File: config.mk
export PLATFORM = sky130hd
export DESIGN_NAME = glm_dot_sequencer
export DESIGN_NICKNAME = d
export VERILOG_FILES = /design/src/rtl/glm_dot_seq_pkg.sv /design/src/rtl/glm_credit_counter.sv /design/src/rtl/glm_dot_sequencer.sv
export SDC_FILE = /design/constraint.sdc
export NUM_CORES = 1
export LEC_CHECK = 0
export ABC_AREA = 1
export CORE_AREA = 2 2 231 233
export DETAILED_ROUTE_END_ITERATION = 8
export DIE_AREA = 0 0 233 235
export PLACE_DENSITY = 0.5
export SYNTH_ARGS = -nofsm -noshare
export SYNTH_HDL_FRONTEND = slang
export SYNTH_HIERARCHICAL = 1
export SYNTH_SLANG_ARGS = --single-unit
export TNS_END_PERCENT = 1
File: constraint.sdc
create_clock -name clk -period 4.65 [get_ports clk]
set_clock_uncertainty 0.15 [all_clocks]
set_input_delay 1.1625 -clock clk [delete_from_list [all_inputs] [get_ports clk]]
set_output_delay 1.1625 -clock clk [all_outputs]
set_load 0.02 [all_outputs]
File: src/rtl/glm_dot_seq_pkg.sv
// Shared types and instruction-register field map for the glm_dot minibatch sequencer.
package glm_dot_seq_pkg;

    typedef enum logic [1:0] {
        IDLE  = 2'd0,
        ISSUE = 2'd1,
        WAIT  = 2'd2,
        DONE  = 2'd3
    } t_seqstate;

    localparam int CTRL_REG     = 3;
    localparam int OFFS_REG     = 4;
    localparam int COUNT_REG    = 5;
    localparam int STRIDE_REG   = 6;
    localparam int FORWARD_BIT  = 16;
    localparam int SUBTRACT_BIT = 17;

    // Builds an engine control word from its fields.
    function automatic logic [31:0] ctrl_word(input logic [15:0] lines,
                                              input logic        forward,
                                              input logic        subtract);
        logic [31:0] w;
        w               = '0;
        w[15:0]         = lines;
        w[FORWARD_BIT]  = forward;
        w[SUBTRACT_BIT] = subtract;
        return w;
    endfunction

endpackage

File: src/rtl/glm_credit_counter.sv
// Saturating credit counter tracking free entries in the downstream dot-result FIFO.
module glm_credit_counter
    import glm_dot_seq_pkg::*;
#(
    parameter int DEPTH = 512
) (
    input  logic clk,
    input  logic reset,
    input  logic take,
    input  logic give,
    output logic has_credit
);

    localparam int W = $clog2(DEPTH + 1);

    logic [W-1:0] credits;
    logic         give_eff;

    // A pop reported while the FIFO is already empty is spurious and dropped.
    assign give_eff   = give && (credits != W'(DEPTH));
    assign has_credit = (credits != '0);

    always_ff @(posedge clk) begin
        if (reset) begin
            credits <= W'(DEPTH);
        end else if (take && !give_eff) begin
            credits <= credits - W'(1);
        end else if (give_eff && !take) begin
            credits <= credits + W'(1);
        end
    end

endmodule

File: src/rtl/glm_dot_sequencer.sv
// Runs the glm_dot engine once per minibatch sample, gated by result-FIFO credits.
// Optional GLM_DOT_SEQ_PERF_EN adds stall_cycles/active_cycles performance counters.
//
// state | meaning
// IDLE  | waiting for op_start
// ISSUE | holding for a FIFO credit, then launching one dot operation
// WAIT  | waiting for the engine's dot_done
// DONE  | emitting the op_done pulse
module glm_dot_sequencer
    import glm_dot_seq_pkg::*;
#(
    parameter int NUM_REGS       = 16,
    parameter int DOT_FIFO_DEPTH = 512
) (
    input  logic                     clk,
    input  logic                     reset,
    input  logic                     op_start,
    output logic                     op_done,
    input  logic [NUM_REGS-1:0][31:0] regs,
    output logic                     dot_start,
    output logic [31:0]              dot_cfg_ctrl,
    output logic [31:0]              dot_cfg_offs,
    input  logic                     dot_done,
    input  logic                     result_consumed,
    output logic                     busy,
`ifdef GLM_DOT_SEQ_PERF_EN
    output logic [31:0]              stall_cycles,
    output logic [31:0]              active_cycles,
`endif
    output logic [15:0]              samples_done
);

    t_seqstate   state;
    logic [31:0] ctrl;
    logic [15:0] model_off;
    logic [15:0] label_off;
    logic [15:0] num_samples;
    logic [15:0] model_stride;
    logic [15:0] label_stride;
    logic        has_credit;
    logic        issue;
    logic        accept;
    logic        unused_regs;

    assign unused_regs = ^regs;
    assign accept      = (state == IDLE) && op_start;
    assign issue       = (state == ISSUE) && has_credit;

    glm_credit_counter #(
        .DEPTH(DOT_FIFO_DEPTH)
    ) u_credit (
        .clk       (clk),
        .reset     (reset),
        .take      (issue),
        .give      (result_consumed),
        .has_credit(has_credit)
    );

    always_ff @(posedge clk) begin
        if (reset) begin
            state        <= IDLE;
            op_done      <= 1'b0;
            dot_start    <= 1'b0;
            busy         <= 1'b0;
            samples_done <= '0;
            dot_cfg_ctrl <= '0;
            dot_cfg_offs <= '0;
            ctrl         <= '0;
            model_off    <= '0;
            label_off    <= '0;
            num_samples  <= '0;
            model_stride <= '0;
            label_stride <= '0;
        end else begin
            op_done   <= 1'b0;
            dot_start <= 1'b0;
            case (state)
                IDLE: begin
                    // busy lingers through the op_done cycle so it covers the whole op.
                    busy <= 1'b0;
                    if (op_start) begin
                        busy         <= 1'b1;
                        ctrl         <= regs[CTRL_REG];
                        model_off    <= regs[OFFS_REG][15:0];
                        label_off    <= regs[OFFS_REG][31:16];
                        num_samples  <= regs[COUNT_REG][15:0];
                        label_stride <= regs[STRIDE_REG][15:0];
                        model_stride <= regs[STRIDE_REG][31:16];
                        samples_done <= '0;
                        state        <= (regs[COUNT_REG][15:0] == 16'd0) ? DONE : ISSUE;
                    end
                end
                ISSUE: begin
                    if (has_credit) begin
                        dot_start    <= 1'b1;
                        dot_cfg_ctrl <= ctrl;
                        dot_cfg_offs <= {label_off, model_off};
                        state        <= WAIT;
                    end
                end
                WAIT: begin
                    if (dot_done) begin
                        samples_done <= samples_done + 16'd1;
                        model_off    <= model_off + model_stride;
                        label_off    <= label_off + label_stride;
                        state        <= (samples_done + 16'd1 == num_samples) ? DONE : ISSUE;
                    end
                end
                DONE: begin
                    op_done <= 1'b1;
                    state   <= IDLE;
                end
                default: state <= IDLE;
            endcase
        end
    end

`ifdef GLM_DOT_SEQ_PERF_EN
    always_ff @(posedge clk) begin
        if (reset) begin
            stall_cycles  <= '0;
            active_cycles <= '0;
        end else if (accept) begin
            stall_cycles  <= '0;
            active_cycles <= '0;
        end else begin
            if (busy) begin
                active_cycles <= active_cycles + 32'd1;
            end
            if ((state == ISSUE) && !has_credit) begin
                stall_cycles <= stall_cycles + 32'd1;
            end
        end
    end
`endif

endmodule

Word level (Yosys, flattened, before mapping)

Index checks and enable logic that the tools add are counted.
Widths: inputs -> output; s select.

Flip-flop bits (word level): 207
Latch bits: 0
Memory bits (writable): 0
Memory bits (read-only): 0
Bits of input ports: 517
Output and inout port bits: 83
Logic and storage cells: 64
Memories: 0

Add/sub/neg operators: 5
Multipliers: 0
Div/mod/pow operators: 0
Magnitude comparators: 0
Eq/ne operators: 8
Shifts and indexed selects: 0
Mux-type cells: 20
Bitwise gates (word level): 1
Reduce and logical (&&, ||, !) cells: 16

Operators by type and width:

| operator              | count |
|---|---|
| $mux 16               | 6 |
| $pmux 16 s2           | 3 |
| $add 16x16->16        | 2 |
| $mux 10               | 2 |
| $add 16x1->16 const B | 1 |
| $eq 16x16->1          | 1 |
| $logic_not 16->1      | 1 |
| $add 10x1->10 const B | 1 |
| $mux 2                | 5 |
| $ne 10x10->1 const B  | 1 |
| $reduce_bool 10->1    | 1 |
| $sub 10x1->10 const B | 1 |
| $pmux 2 s4            | 1 |
| $ne 2x2->1 const B    | 3 |
| $reduce_and 3->1      | 2 |
| $eq 2x2->1 const B    | 2 |
| $logic_and 1x1->1     | 4 |
| $reduce_and 2->1      | 2 |
| $reduce_bool 2->1     | 2 |
| $mux 1                | 3 |
| $eq 2x1->1 const B    | 1 |
| $logic_not 1->1       | 2 |
| $logic_not 2->1       | 1 |
| $reduce_or 2->1       | 1 |
| $not 1->1             | 1 |

Logic depth before layout (Yosys ltp)

Gate-level depths: netlist of run 1.

Depth after elaboration: 6
Depth in mapped cells: 22
Gate-level depth less buffers: 20

Hierarchy

The synthesis of run 1 kept the hierarchy.

Modules (own cells, without submodules):

| module             | instances | cells an instance | area each (µm²) | sequential area each (µm²) |
|---|---|---|---|---|
| glm_dot_sequencer  | 1         | 1341              | 9355.2          | 3943.8 |
| glm_credit_counter | 1         | 163               | 970.9           | 200.2 |

Worst setup path before layout of run 1

OpenSTA, ideal clock, no wires.

Kind: input -> register
Start: input result_consumed
End: register u_credit.credits[4]
Setup time: 0.115 ns
Arrival: 2.571 ns
Setup slack: 1.814 ns
Stages on the path: 12
Path through: nand2_1 ha_1 buf_6 nor2_2 nor2_4 ha_1 o21bai_1 nand3_1 nand2_2 xor2_1 o21ai_0 inv_1

Cells in the longest elaborated chain, start to end: 4

RTL lines:

| item                                                | line                     | RTL |
|---|---|---|
| start: declaration                                  | glm_dot_sequencer.sv:24  | `input logic result_consumed,` |
| $logic_and 1x1->1 (*)                               | glm_credit_counter.sv:20 | `assign give_eff = give && (credits != W'(DEPTH));` |
| $logic_not 1->1                                     | glm_credit_counter.sv:26 | `end else if (take && !give_eff) begin` |
| $logic_and 1x1->1                                   | glm_credit_counter.sv:26 |  |
| $mux 10 / $reduce_bool 2->1 (equally long branches) | n/a                      |  |
| end signal: assignment                              | glm_credit_counter.sv:25 | `credits <= W'(DEPTH);` |
| end signal: assignment                              | glm_credit_counter.sv:27 | `credits <= credits - W'(1);` |
| end signal: assignment                              | glm_credit_counter.sv:29 | `credits <= credits + W'(1);` |
| end: declaration                                    | glm_credit_counter.sv:16 | `logic [W-1:0] credits;` |

Mark *: on every way between the ends. The rest lies on a longest branch, timed or not.
A chain may end at the register's enable or synchronous reset.

Final worst setup path of run 1

Start: register samples_done[0]
End: output samples_done[0]

RTL lines:

| item                     | line                     | RTL |
|---|---|---|
| start: declaration       | glm_dot_sequencer.sv:30  | `output logic [15:0] samples_done` |
| start signal: assignment | glm_dot_sequencer.sv:103 | `samples_done <= samples_done + 16'd1;` |

No word-level cell between the ends.

==> flow_summary.rst, run 1 <==
.. list-table::
   :header-rows: 1

   * - Metric
     - Value
   * - Outcome
     - finished clean
   * - Cell area after placement
     - 13,020 µm²
   * - Max-capacitance violation count
     - 0
   * - Cells traversed along the worst timing path
     - clkdlybuf4s50_1
   * - Syn nets
     - 2,058
   * - Share of final-layout standard cells stronger than drive strength 1
     - 6.647%
   * - Synth cell types
     - 41
   * - CTS Hold Bufs
     - 0
   * - Post-CTS setup buffers
     - 0
   * - DIE AREA
     - 54,760 µm²
   * - Worst Setup End Kind
     - output pin
   * - Wire length per cell after detailed routing
     - 14.97 µm
   * - Core Footprint
     - 52,240 µm²
   * - Timing startpoint of the critical path
     - samples_done[0]$_SDFFE_PP0P_
   * - Iteration-0 DRC count of the detailed router
     - 596
   * - Width of the die
     - approximately 230 µm
   * - Number of register bits inferred by synthesis
     - around 210
   * - Final setup fails
     - 0
   * - Register-to-Register Setup Slack
     - 1530 ps
   * - Y dimension of the die
     - 235 µm
   * - Most common cell after layout, fill and taps aside
     - sky130_fd_sc_hd__nor2_1
   * - GR Util All Layers
     - around an eighth
   * - CTS Sinks
     - 207
   * - Initial Util
     - 19.77%
   * - Yosys warning count
     - 6
   * - Start point of the worst hold path
     - num_samples[10]$_SDFFE_PP0P_
   * - CP top delay family
     - buffers and inverters
   * - Via count of the first global-routing pass
     - 10,050
   * - Signal arrival time at the worst endpoint
     - between 1500 and 2000 ps
   * - Fmax
     - ~310 MHz
   * - Ports
     - 600
   * - Setup TNS
     - 0 ps
   * - CP Launch Type
     - register
   * - Area overhead of the layout relative to synthesis
     - 35.90%
   * - Number of antenna violations at the first check in global routing
     - 2
   * - Clock tree from TritonCTS
     - yes
   * - Top_reg_cell synth
     - sky130_fd_sc_hd__dfxtp_1
   * - Largest stage delay on the critical path
     - 710 ps
   * - Syn Inst Count
     - 1,504
   * - Worst-path clk slew
     - approximately 60 ps
   * - Synth async-reset ratio
     - 0%
   * - Gr ovfl total
     - 0
   * - Worst max-slew margin expressed relative to the limit
     - 31.67%
   * - Detailed Route WL
     - 35.76 mm
   * - Later-pin clock latency in the skew report
     - 580 ps
   * - Total number of vias
     - 10,230
   * - Critical path buffers and inverters
     - 1
   * - LEAKAGE
     - 5.886 nW
   * - Mean post-synth cell area
     - 6.866 µm²
   * - Max Buffers Root-to-Sink
     - 3
   * - Complex-gate fraction of the synthesized area
     - around 17%
   * - Xor and xnor area share after synthesis
     - 2.096%
   * - Setup repair after global routing missed its margin
     - false
   * - Filler cell count in the final layout
     - approximately 5,700
   * - Post-Synth Adder-Cell Area
     - 4.629%
   * - Critical path start-end classification
     - reg -> out
   * - Pins over their slew limit
     - 0
   * - Row Count
     - 84
   * - Portion of the post-synthesis area used by sequential elements
     - 40.13%
   * - Final #Nets
     - ~2,200
   * - Remaining number of nets flagged by the antenna check after routing
     - 0
   * - Post-synthesis simple-gate area fraction
     - 29.02%
   * - RePlAce Congestion
     - 0.8393
   * - Share of synthesized area spent on multiplexers
     - 0%
   * - WP data required
     - about 3300 ps
   * - Slew @ Worst Pin
     - 1025 ps
   * - Clk Tree Root Cell
     - sky130_fd_sc_hd__clkbuf_16
   * - Detailed-route vias per instance
     - roughly 4.3
   * - Area of all placed cells without fillers
     - between 10,000 and 15,000 µm²
   * - Hold Vio Cnt, Final
     - 0
   * - Start of the worst register-to-register path
     - u_credit/credits[7]$_SDFFE_PP0P_
   * - Largest net degree at the start of global routing
     - 97
   * - Maximum VDD drop
     - around 260 µV
   * - Crit path time final
     - 3198 ps
   * - Total power per unit cell area
     - 425.2 nW/µm²
   * - Type of the most critical hold path
     - reg -> reg
   * - Number of buffers inserted during clock tree synthesis
     - 28
   * - Fraction of the cycle the final worst path needs
     - 68.78%
   * - # H-tree levels
     - 1
   * - Cell area after synthesis
     - 10,330 µm²
   * - Largest family of logic cells by synthesized area
     - simple AND/OR/NAND/NOR gates
   * - Total iterations of the first detailed-routing run
     - 5
   * - Slowest cell on the critical path
     - sky130_fd_sc_hd__clkdlybuf4s50_1
   * - Buffers added on ports
     - 199
   * - Number of enable flip-flop cells after synthesis
     - 0
   * - HPWL reported at the end of detailed placement
     - 24.87 mm
   * - Highest-count cells in the layout ignoring fill and taps
     - 321 x sky130_fd_sc_hd__nor2_1, 255 x sky130_fd_sc_hd__nand2_1, 207 x sky130_fd_sc_hd__dfxtp_1
   * - Highest net fanout along the worst path
     - 10
   * - Final total power
     - 5.967 mW
   * - Post-CTS resize count
     - 0
   * - First-pass GRT wire length
     - ~56 mm
   * - Number of remaining DRC errors
     - 0
[per-stage QoR]
stage          std cells  util, %  setup WS [ps]  hold slack, ps
2_1_floorplan       1504        -           1814           293.7
3_3_place_gp        2336    24.92          843.7           311.0
3_5_place_dp        2336    24.92          838.6           318.9
4_1_cts             2388    26.86           1381           324.5
5_1_grt             2388    26.86           1227           355.5
6_report            2389    26.87           1452           323.0
[per-layer routing]
layer	global-route usage, %	vias to the layer above	routed length [µm]
met4	3.320	0	684
met3	3.228	41	2312
met1	16.12	4725	16200
li1	-	5254	-
met5	0	-	0
met2	21.86	210	16560
[worst min-delay path, cell delays in order, from the launching register on]
cell and delay (ps):
sky130_fd_sc_hd__dfxtp_1 310, sky130_fd_sc_hd__inv_1 60, sky130_fd_sc_hd__a21oi_1 60
[layout make-up]
class | instances | area, µm² | area share [%]
Multi-Input combinational cell | 1108 | 5446 | 38.81
Timing Repair Buffer | 215 | 2120 | 15.10
Sequential cell | 207 | 4144 | 29.53
Antenna cell | 1 | 2.502 | 0.01783
Clock inverter | 19 | 255.2 | 1.819
Clock buffer | 33 | 759.5 | 5.412
Tap cell | 688 | 860.8 | 6.134
Inverter | 118 | 445.4 | 3.174
[path summary, 6_finish.rpt]
| kind | end | depth (start not counted) |
|---|---|---|
| worst min-delay path | num_samples[10]$_SDFFE_PP0P_ | 2 |
| worst max register to register | u_credit/credits[8]$_SDFFE_PP0P_ | 17 |
| worst min register to register | num_samples[10]$_SDFFE_PP0P_ | 2 |
| worst max-delay path | samples_done[0] | 1 |
[cells in the mapped netlist (2+ instances only)]
master | n | area share (%)
sky130_fd_sc_hd__xnor2_1 | 7 | 0.59
sky130_fd_sc_hd__nor2_4 | 5 | 0.55
sky130_fd_sc_hd__o211ai_1 | 5 | 0.36
sky130_fd_sc_hd__a211oi_1 | 4 | 0.29
sky130_fd_sc_hd__inv_2 | 7 | 0.25
sky130_fd_sc_hd__nor4_1 | 4 | 0.24
sky130_fd_sc_hd__o21ai_0 | 196 | 9.5
sky130_fd_sc_hd__o21bai_1 | 9 | 0.65
sky130_fd_sc_hd__nand3_1 | 95 | 4.6
sky130_fd_sc_hd__nand4_1 | 5 | 0.30
sky130_fd_sc_hd__nor2_2 | 15 | 0.91
sky130_fd_sc_hd__a21oi_2 | 2 | 0.17
sky130_fd_sc_hd__xor2_1 | 15 | 1.3
sky130_fd_sc_hd__nand3b_1 | 6 | 0.44
sky130_fd_sc_hd__nor2_1 | 321 | 12
sky130_fd_sc_hd__buf_2 | 24 | 1.2
sky130_fd_sc_hd__a21oi_1 | 87 | 4.2
sky130_fd_sc_hd__inv_1 | 111 | 4.0
sky130_fd_sc_hd__dfxtp_1 | 207 | 40
sky130_fd_sc_hd__nand2_2 | 6 | 0.36
sky130_fd_sc_hd__a31oi_1 | 13 | 0.79
sky130_fd_sc_hd__nand2_1 | 255 | 9.3
sky130_fd_sc_hd__nor3_1 | 3 | 0.15
sky130_fd_sc_hd__ha_1 | 35 | 4.2
sky130_fd_sc_hd__a21o_1 | 2 | 0.15
sky130_fd_sc_hd__or2_2 | 3 | 0.18
sky130_fd_sc_hd__fa_1 | 2 | 0.39
sky130_fd_sc_hd__o21ai_1 | 4 | 0.19
sky130_fd_sc_hd__clkbuf_1 | 44 | 1.6
[logic make-up (layout without fill, tap and decap cells)]
kind of cell | Yosys count | count (layout)
compound gates | 327 | 327
xor+xnor | 23 | 23
fa+ha+maj | 37 | 37
buf+inv | 189 | 385
flops | 207 | 207
other cells | 0 | 1
simple gates | 721 | 721
[where the power goes]
part	switching (mW)	internal, mW	leakage, nW
clock	0.919	1.41	0.481
sequential	0.150	2.00	1.71
combinational	0.902	0.585	3.70
[registers in the layout, summed over array words and instances (netlist names)]
name	cells
ctrl	32
dot_cfg_ctrl	32
dot_cfg_offs	32
label_off	16
label_stride	16
model_off	16
model_stride	16
num_samples	16
samples_done	16
u_credit/credits	10
state	2
busy	1
dot_start	1
op_done	1
Note: power is estimated with default switching activity, not from simulation.
==> run 2, diff against run 1 <==
PLACE_DENSITY = 0.52   (was 0.5)
clock period = 2.8 ns   (was 4.65 ns; I/O delays follow)
==> run 2 against run 1 <==
Against the previous run:
- final cell count is 0.84% higher
- critical path depth stayed put
- die area stayed put
- non-clock buffer count is 23 higher
- sequential cell count stayed put
==> flow_summary.rst, run 2 (same netlist as run 1, synthesis figures left out) <==
.. list-table::
   :header-rows: 1

   * - Metric
     - Value
   * - Multi-input logic area
     - 5466 µm²
   * - Final setup fails
     - 0
   * - Area of all placed cells without fillers
     - 14,150 µm²
   * - Start of the worst register-to-register path
     - u_credit/credits[6]$_SDFFE_PP0P_
   * - Part of the total power dissipated in combinational logic
     - roughly 28%
   * - Worst max-slew margin expressed relative to the limit
     - 61.68%
   * - Crit. path cell count
     - 1
   * - Gr ovfl total
     - 0
   * - Post-layout worst setup margin
     - 80.37 ps
   * - Internal power contribution
     - 6.296 mW
   * - Inst Count DP
     - 2,358
   * - Clock tree from TritonCTS
     - yes
   * - Detailed-route vias per instance
     - about 4.3
   * - GR Util All Layers
     - 13.00%
   * - Crit path time final
     - roughly 2700 ps
   * - Share of final-layout standard cells stronger than drive strength 1
     - 7.965%
   * - Hold WS
     - 318.1 ps
   * - Worst-path clk slew
     - 60 ps
   * - Highest-count cells in the layout ignoring fill and taps
     - 319 x sky130_fd_sc_hd__nor2_1, 254 x sky130_fd_sc_hd__nand2_1, 207 x sky130_fd_sc_hd__dfxtp_1
   * - Remaining number of nets flagged by the antenna check after routing
     - 0
   * - Total number of vias
     - just over 10,000
   * - Wire length per cell after detailed routing
     - 14.88 µm
   * - First-pass GRT wire length
     - 56.84 mm
   * - Cells traversed along the worst timing path
     - clkdlybuf4s50_1
   * - Setup TNS
     - 0 ps
   * - # H-tree levels
     - 1
   * - RePlAce Congestion
     - 0.8466
   * - Number of remaining DRC errors
     - 0
   * - Timing startpoint of the critical path
     - samples_done[0]$_SDFFE_PP0P_
   * - Setup repair after global routing missed its margin
     - false
   * - Total iterations of the first detailed-routing run
     - 5
   * - Width of the die
     - 233 µm
   * - Worst Setup End Kind
     - output pin
   * - Largest registers in the final layout
     - ctrl (32), dot_cfg_ctrl (32), dot_cfg_offs (32)
   * - Ports
     - 600
   * - Fmax
     - approximately 370 MHz
   * - Highest net fanout along the worst path
     - 10
   * - Type of the most critical hold path
     - reg -> reg
   * - Max-capacitance violation count
     - 0
   * - Hold Vio Cnt, Final
     - 0
   * - Y dimension of the die
     - between 200 and 250 µm
   * - Area overhead of the layout relative to synthesis
     - 37.03%
   * - Setup slack at placement
     - -192.6 ps
   * - Cell area after placement
     - 13,270 µm²
   * - Critical path buffers and inverters
     - 1
   * - Number of antenna violations at the first check in global routing
     - 2
   * - Outcome
     - finished clean
   * - Filler cell count in the final layout
     - 5,731
   * - Last element of the critical path
     - samples_done[0]
   * - Pins over their slew limit
     - 0
   * - Signal arrival time at the worst endpoint
     - 1870 ps
   * - LEAKAGE
     - ~6.0 nW
   * - WP data required
     - 1950 ps
   * - Register-to-Register Setup Slack
     - ~210 ps
   * - Clock Power Share
     - 34.9%
   * - Switching share of power
     - about a third
   * - Post-Route Utilization
     - 27.09%
   * - Number of buffers inserted during clock tree synthesis
     - 27
   * - Maximum VDD drop
     - roughly 440 µV
   * - Slew @ Worst Pin
     - 574.8 ps
   * - Most common cell after layout, fill and taps aside
     - sky130_fd_sc_hd__nor2_1
   * - Fraction of the cycle the final worst path needs
     - 97.13%
   * - Total power per unit cell area
     - 672.7 nW/µm²
   * - Detailed Route WL
     - 35.85 mm
   * - Cells on worst reg2reg path
     - 19
   * - Largest net degree at the start of global routing
     - 97
   * - Sw Pwr
     - ~3.2 mW
   * - Area of all sequential standard cells
     - around 4100 µm²
   * - DIE AREA
     - ~55,000 µm²
   * - Row Count
     - between 80 and 90
   * - Max Buffers Root-to-Sink
     - 3
   * - Slowest cell on the critical path
     - sky130_fd_sc_hd__clkdlybuf4s50_1
   * - Final #Nets
     - between 2,000 and 2,500
   * - CP top delay family
     - buffers and inverters
   * - CP Launch Type
     - register
   * - Sequential share of power
     - 37.5%
   * - Critical path start-end classification
     - reg -> out
   * - Largest stage delay on the critical path
     - 760 ps
   * - Buffers added on ports
     - 199
   * - Later-pin clock latency in the skew report
     - 570 ps
   * - Clk Tree Root Cell
     - sky130_fd_sc_hd__clkbuf_16
   * - CTS Sinks
     - between 200 and 250
   * - Final Instance Count excl. Fillers
     - 2,409
   * - Via count of the first global-routing pass
     - 10,250
   * - Initial Util
     - 19.77%
   * - Final total power
     - 9.518 mW
   * - Core Footprint
     - roughly 52,000 µm²
   * - HPWL reported at the end of detailed placement
     - 25.04 mm
   * - Capture point of the worst reg-to-reg path
     - u_credit/credits[8]$_SDFFE_PP0P_
   * - Iteration-0 DRC count of the detailed router
     - 506
==> run 2: metal layers <==
metal	vias to the layer above	global-route usage [%]	part of all wire, %
met2	200	21.54	46
met3	55	3.519	6.7
met1	4735	16.48	45
met4	4	3.571	2.4
li1	5302	-	-
met5	-	0	0.084
==> run 2: timing repair <==
item / in CTS / in global routing
gates resized for setup: 1 / 4
setup endpoints to repair: 1 / 8
pin swaps: 0 / 2
buffers inserted: 0 / 1
hold buffers: 0 / 0
cloned: 0 / 0
==> run 2: how the worst min path moves through the flow <==
stage / start / end / slack [ps] / depth (start not counted)
after floorplan: num_samples[1]$_SDFFE_PP0P_ / num_samples[1]$_SDFFE_PP0P_ / 290 / 2
after global routing: num_samples[14]$_SDFFE_PP0P_ / num_samples[14]$_SDFFE_PP0P_ / 350 / 2
after detailed placement: num_samples[15]$_SDFFE_PP0P_ / num_samples[15]$_SDFFE_PP0P_ / 310 / 2
final: num_samples[15]$_SDFFE_PP0P_ / num_samples[15]$_SDFFE_PP0P_ / 320 / 2
after CTS: num_samples[15]$_SDFFE_PP0P_ / num_samples[15]$_SDFFE_PP0P_ / 320 / 2
after global placement: num_samples[15]$_SDFFE_PP0P_ / num_samples[15]$_SDFFE_PP0P_ / 310 / 2
==> run 2: power groups by stage <==
stage	Clock (mW)	Combinational [mW]	Sequential, mW
global route	3.56	2.96	3.62
finish	3.32	2.62	3.57
CTS	3.45	2.65	3.57
global placement	0	2.61	3.62
floorplan	0	1.46	3.73
detailed placement	0	2.63	3.63
==> run 2: area by class of cell <==
type	count	area share, %
Sequential cell	207	29.29
Timing Repair Buffer	238	16.82
Inverter	118	3.148
Antenna cell	1	0.01769
Multi-Input combinational cell	1108	38.63
Tap cell	688	6.084
Clock buffer	33	5.217
Clock inverter	16	0.7958
==> run 3, diff against run 2 <==
PLACE_DENSITY = 0.5   (was 0.52)
clock period = 2.85 ns   (was 2.8 ns; I/O delays follow)
==> run 3 against run 2 <==
Against the previous run:
- sequential cell count unchanged
- global-route usage about the same
- register-to-register slack better by 40 ps
- largest power group is now clock
- setup slack better by 120 ps
==> flow_summary.rst, run 3 (same netlist as run 1, synthesis figures left out) <==
.. list-table::
   :header-rows: 1

   * - Metric
     - Value
   * - Inst Count DP
     - 2,356
   * - Critical path start-end classification
     - reg -> out
   * - Largest registers in the final layout
     - ctrl (32), dot_cfg_ctrl (32), dot_cfg_offs (32)
   * - Final total power
     - 9.609 mW
   * - Type of the most critical hold path
     - reg -> reg
   * - Row Count
     - 84
   * - Area overhead of the layout relative to synthesis
     - 37.07%
   * - Pins over their slew limit
     - 0
   * - Setup TNS
     - 0 ps
   * - DIE AREA
     - around 55,000 µm²
   * - Number of remaining DRC errors
     - 0
   * - Core Footprint
     - about 52,000 µm²
   * - Highest net fanout along the worst path
     - 8
   * - Total power per unit cell area
     - 678.9 nW/µm²
   * - Hold Vio Cnt, Final
     - 0
   * - Crit path time final
     - 2647 ps
   * - Total iterations of the first detailed-routing run
     - 5
   * - Critical path buffers and inverters
     - 1
   * - Fmax
     - 377.8 MHz
   * - CP top delay family
     - buffers and inverters
   * - Slew @ Worst Pin
     - 567.8 ps
   * - Clk Tree Root Cell
     - sky130_fd_sc_hd__clkbuf_16
   * - Area of all placed cells without fillers
     - 14,150 µm²
   * - Largest net degree at the start of global routing
     - 97
   * - Cell area after placement
     - between 10,000 and 15,000 µm²
   * - CP Launch Type
     - register
   * - HPWL reported at the end of detailed placement
     - 25.20 mm
   * - Total number of vias
     - 10,320
   * - Max-capacitance violation count
     - 0
   * - Most common cell after layout, fill and taps aside
     - sky130_fd_sc_hd__nor2_1
   * - Via count of the first global-routing pass
     - 10,230
   * - Fraction of the cycle the final worst path needs
     - 92.89%
   * - Clock tree from TritonCTS
     - yes
   * - WP data required
     - around 2000 ps
   * - Maximum VDD drop
     - 434.6 µV
   * - Max Buffers Root-to-Sink
     - 3
   * - CTS Sinks
     - 207
   * - Number of antenna violations at the first check in global routing
     - 3
   * - Signal arrival time at the worst endpoint
     - around 1800 ps
   * - LEAKAGE
     - 5.964 nW
   * - Share of final-layout standard cells stronger than drive strength 1
     - 7.468%
   * - Highest-count cells in the layout ignoring fill and taps
     - 319 x sky130_fd_sc_hd__nor2_1, 255 x sky130_fd_sc_hd__nand2_1, 207 x sky130_fd_sc_hd__dfxtp_1
   * - Final #Nets
     - 2,251
   * - Initial Util
     - 19.77%
   * - Detailed Route WL
     - 36.30 mm
   * - Slowest cell on the critical path
     - sky130_fd_sc_hd__clkdlybuf4s50_1
   * - # H-tree levels
     - 1
   * - Detailed-route vias per instance
     - 4.294
   * - Worst-path clk slew
     - ~60 ps
   * - Ports
     - 600
   * - Outcome
     - finished clean
   * - GR Util All Layers
     - a little over an eighth
   * - Post-CTS setup buffers
     - 0
   * - Later-pin clock latency in the skew report
     - about 570 ps
   * - RePlAce Congestion
     - 0.8420
   * - Worst Setup End Kind
     - output pin
   * - Worst max-slew margin expressed relative to the limit
     - 62.15%
   * - Setup repair after global routing missed its margin
     - false
   * - Iteration-0 DRC count of the detailed router
     - around 600
   * - Number of buffers inserted during clock tree synthesis
     - 27
   * - Gr ovfl total
     - 0
   * - Cells traversed along the worst timing path
     - clkdlybuf4s50_1
   * - Y dimension of the die
     - 235 µm
   * - Wire length per cell after detailed routing
     - 15.11 µm
   * - Width of the die
     - 233 µm
   * - Largest stage delay on the critical path
     - 680 ps
   * - Final setup fails
     - 0
   * - First-pass GRT wire length
     - 56.80 mm
   * - Remaining number of nets flagged by the antenna check after routing
     - 0
   * - Buffers added on ports
     - 199
   * - Final Instance Count excl. Fillers
     - 2,403
[run 3: metrics by stage]
| step | setup slack, ps | hold slack, ps | utilization (%) |
|---|---|---|---|
| floorplan | 40.50 | 293.7 | - |
| global placement | -142.1 | 309.4 | 25.33 |
| detailed placement | -183.9 | 314.4 | 25.33 |
| finish | 202.8 | 324.5 | 27.10 |
| CTS | 109.5 | 326.9 | 27.08 |
| global route | 29.95 | 341.7 | 27.09 |
[run 3: final timing paths]
check | slack [ps] | cells past startpoint | start | to
max | 200 | 1 | samples_done[2]$_SDFFE_PP0P_ | samples_done[2]
min | 320 | 2 | num_samples[5]$_SDFFE_PP0P_ | num_samples[5]$_SDFFE_PP0P_
max reg2reg | 250 | 20 | u_credit/credits[0]$_SDFFE_PP0P_ | u_credit/credits[6]$_SDFFE_PP0P_
min reg2reg | 320 | 2 | num_samples[5]$_SDFFE_PP0P_ | num_samples[5]$_SDFFE_PP0P_
[run 3: final cells by class]
cell class | instances | area (µm²)
Antenna cell | 1 | 2.502
Sequential cell | 207 | 4144
Clock buffer | 36 | 759.5
Tap cell | 688 | 860.8
Inverter | 118 | 445.4
Clock inverter | 10 | 155.1
Fill cell | 5675 | 38080
Timing Repair Buffer | 235 | 2332
Multi-Input combinational cell | 1108 | 5454
[run 3: per-layer routing]
| layer | global-route usage (%) | wire [µm] |
|---|---|---|
| met1 | 16.31 | 16200 |
| met2 | 22.11 | 17010 |
| met3 | 3.434 | 2403 |
| met4 | 3.165 | 673 |
| met5 | 0 | 13 |
[run 3: where the power goes]
| group | switching [mW] | internal (mW) |
|---|---|---|
| Clock | 1.40 | 2.14 |
| Combinational | 1.51 | 1.05 |
| Sequential | 0.244 | 3.27 |
| Total | 3.15 | 6.46 |
[run 3: repair_timing]
| item | 4_1_cts | 5_1_grt |
|---|---|---|
| endpoints found under the setup margin | 0 | 8 |
| hold buffers | 0 | 0 |
| resized for setup | 0 | 4 |
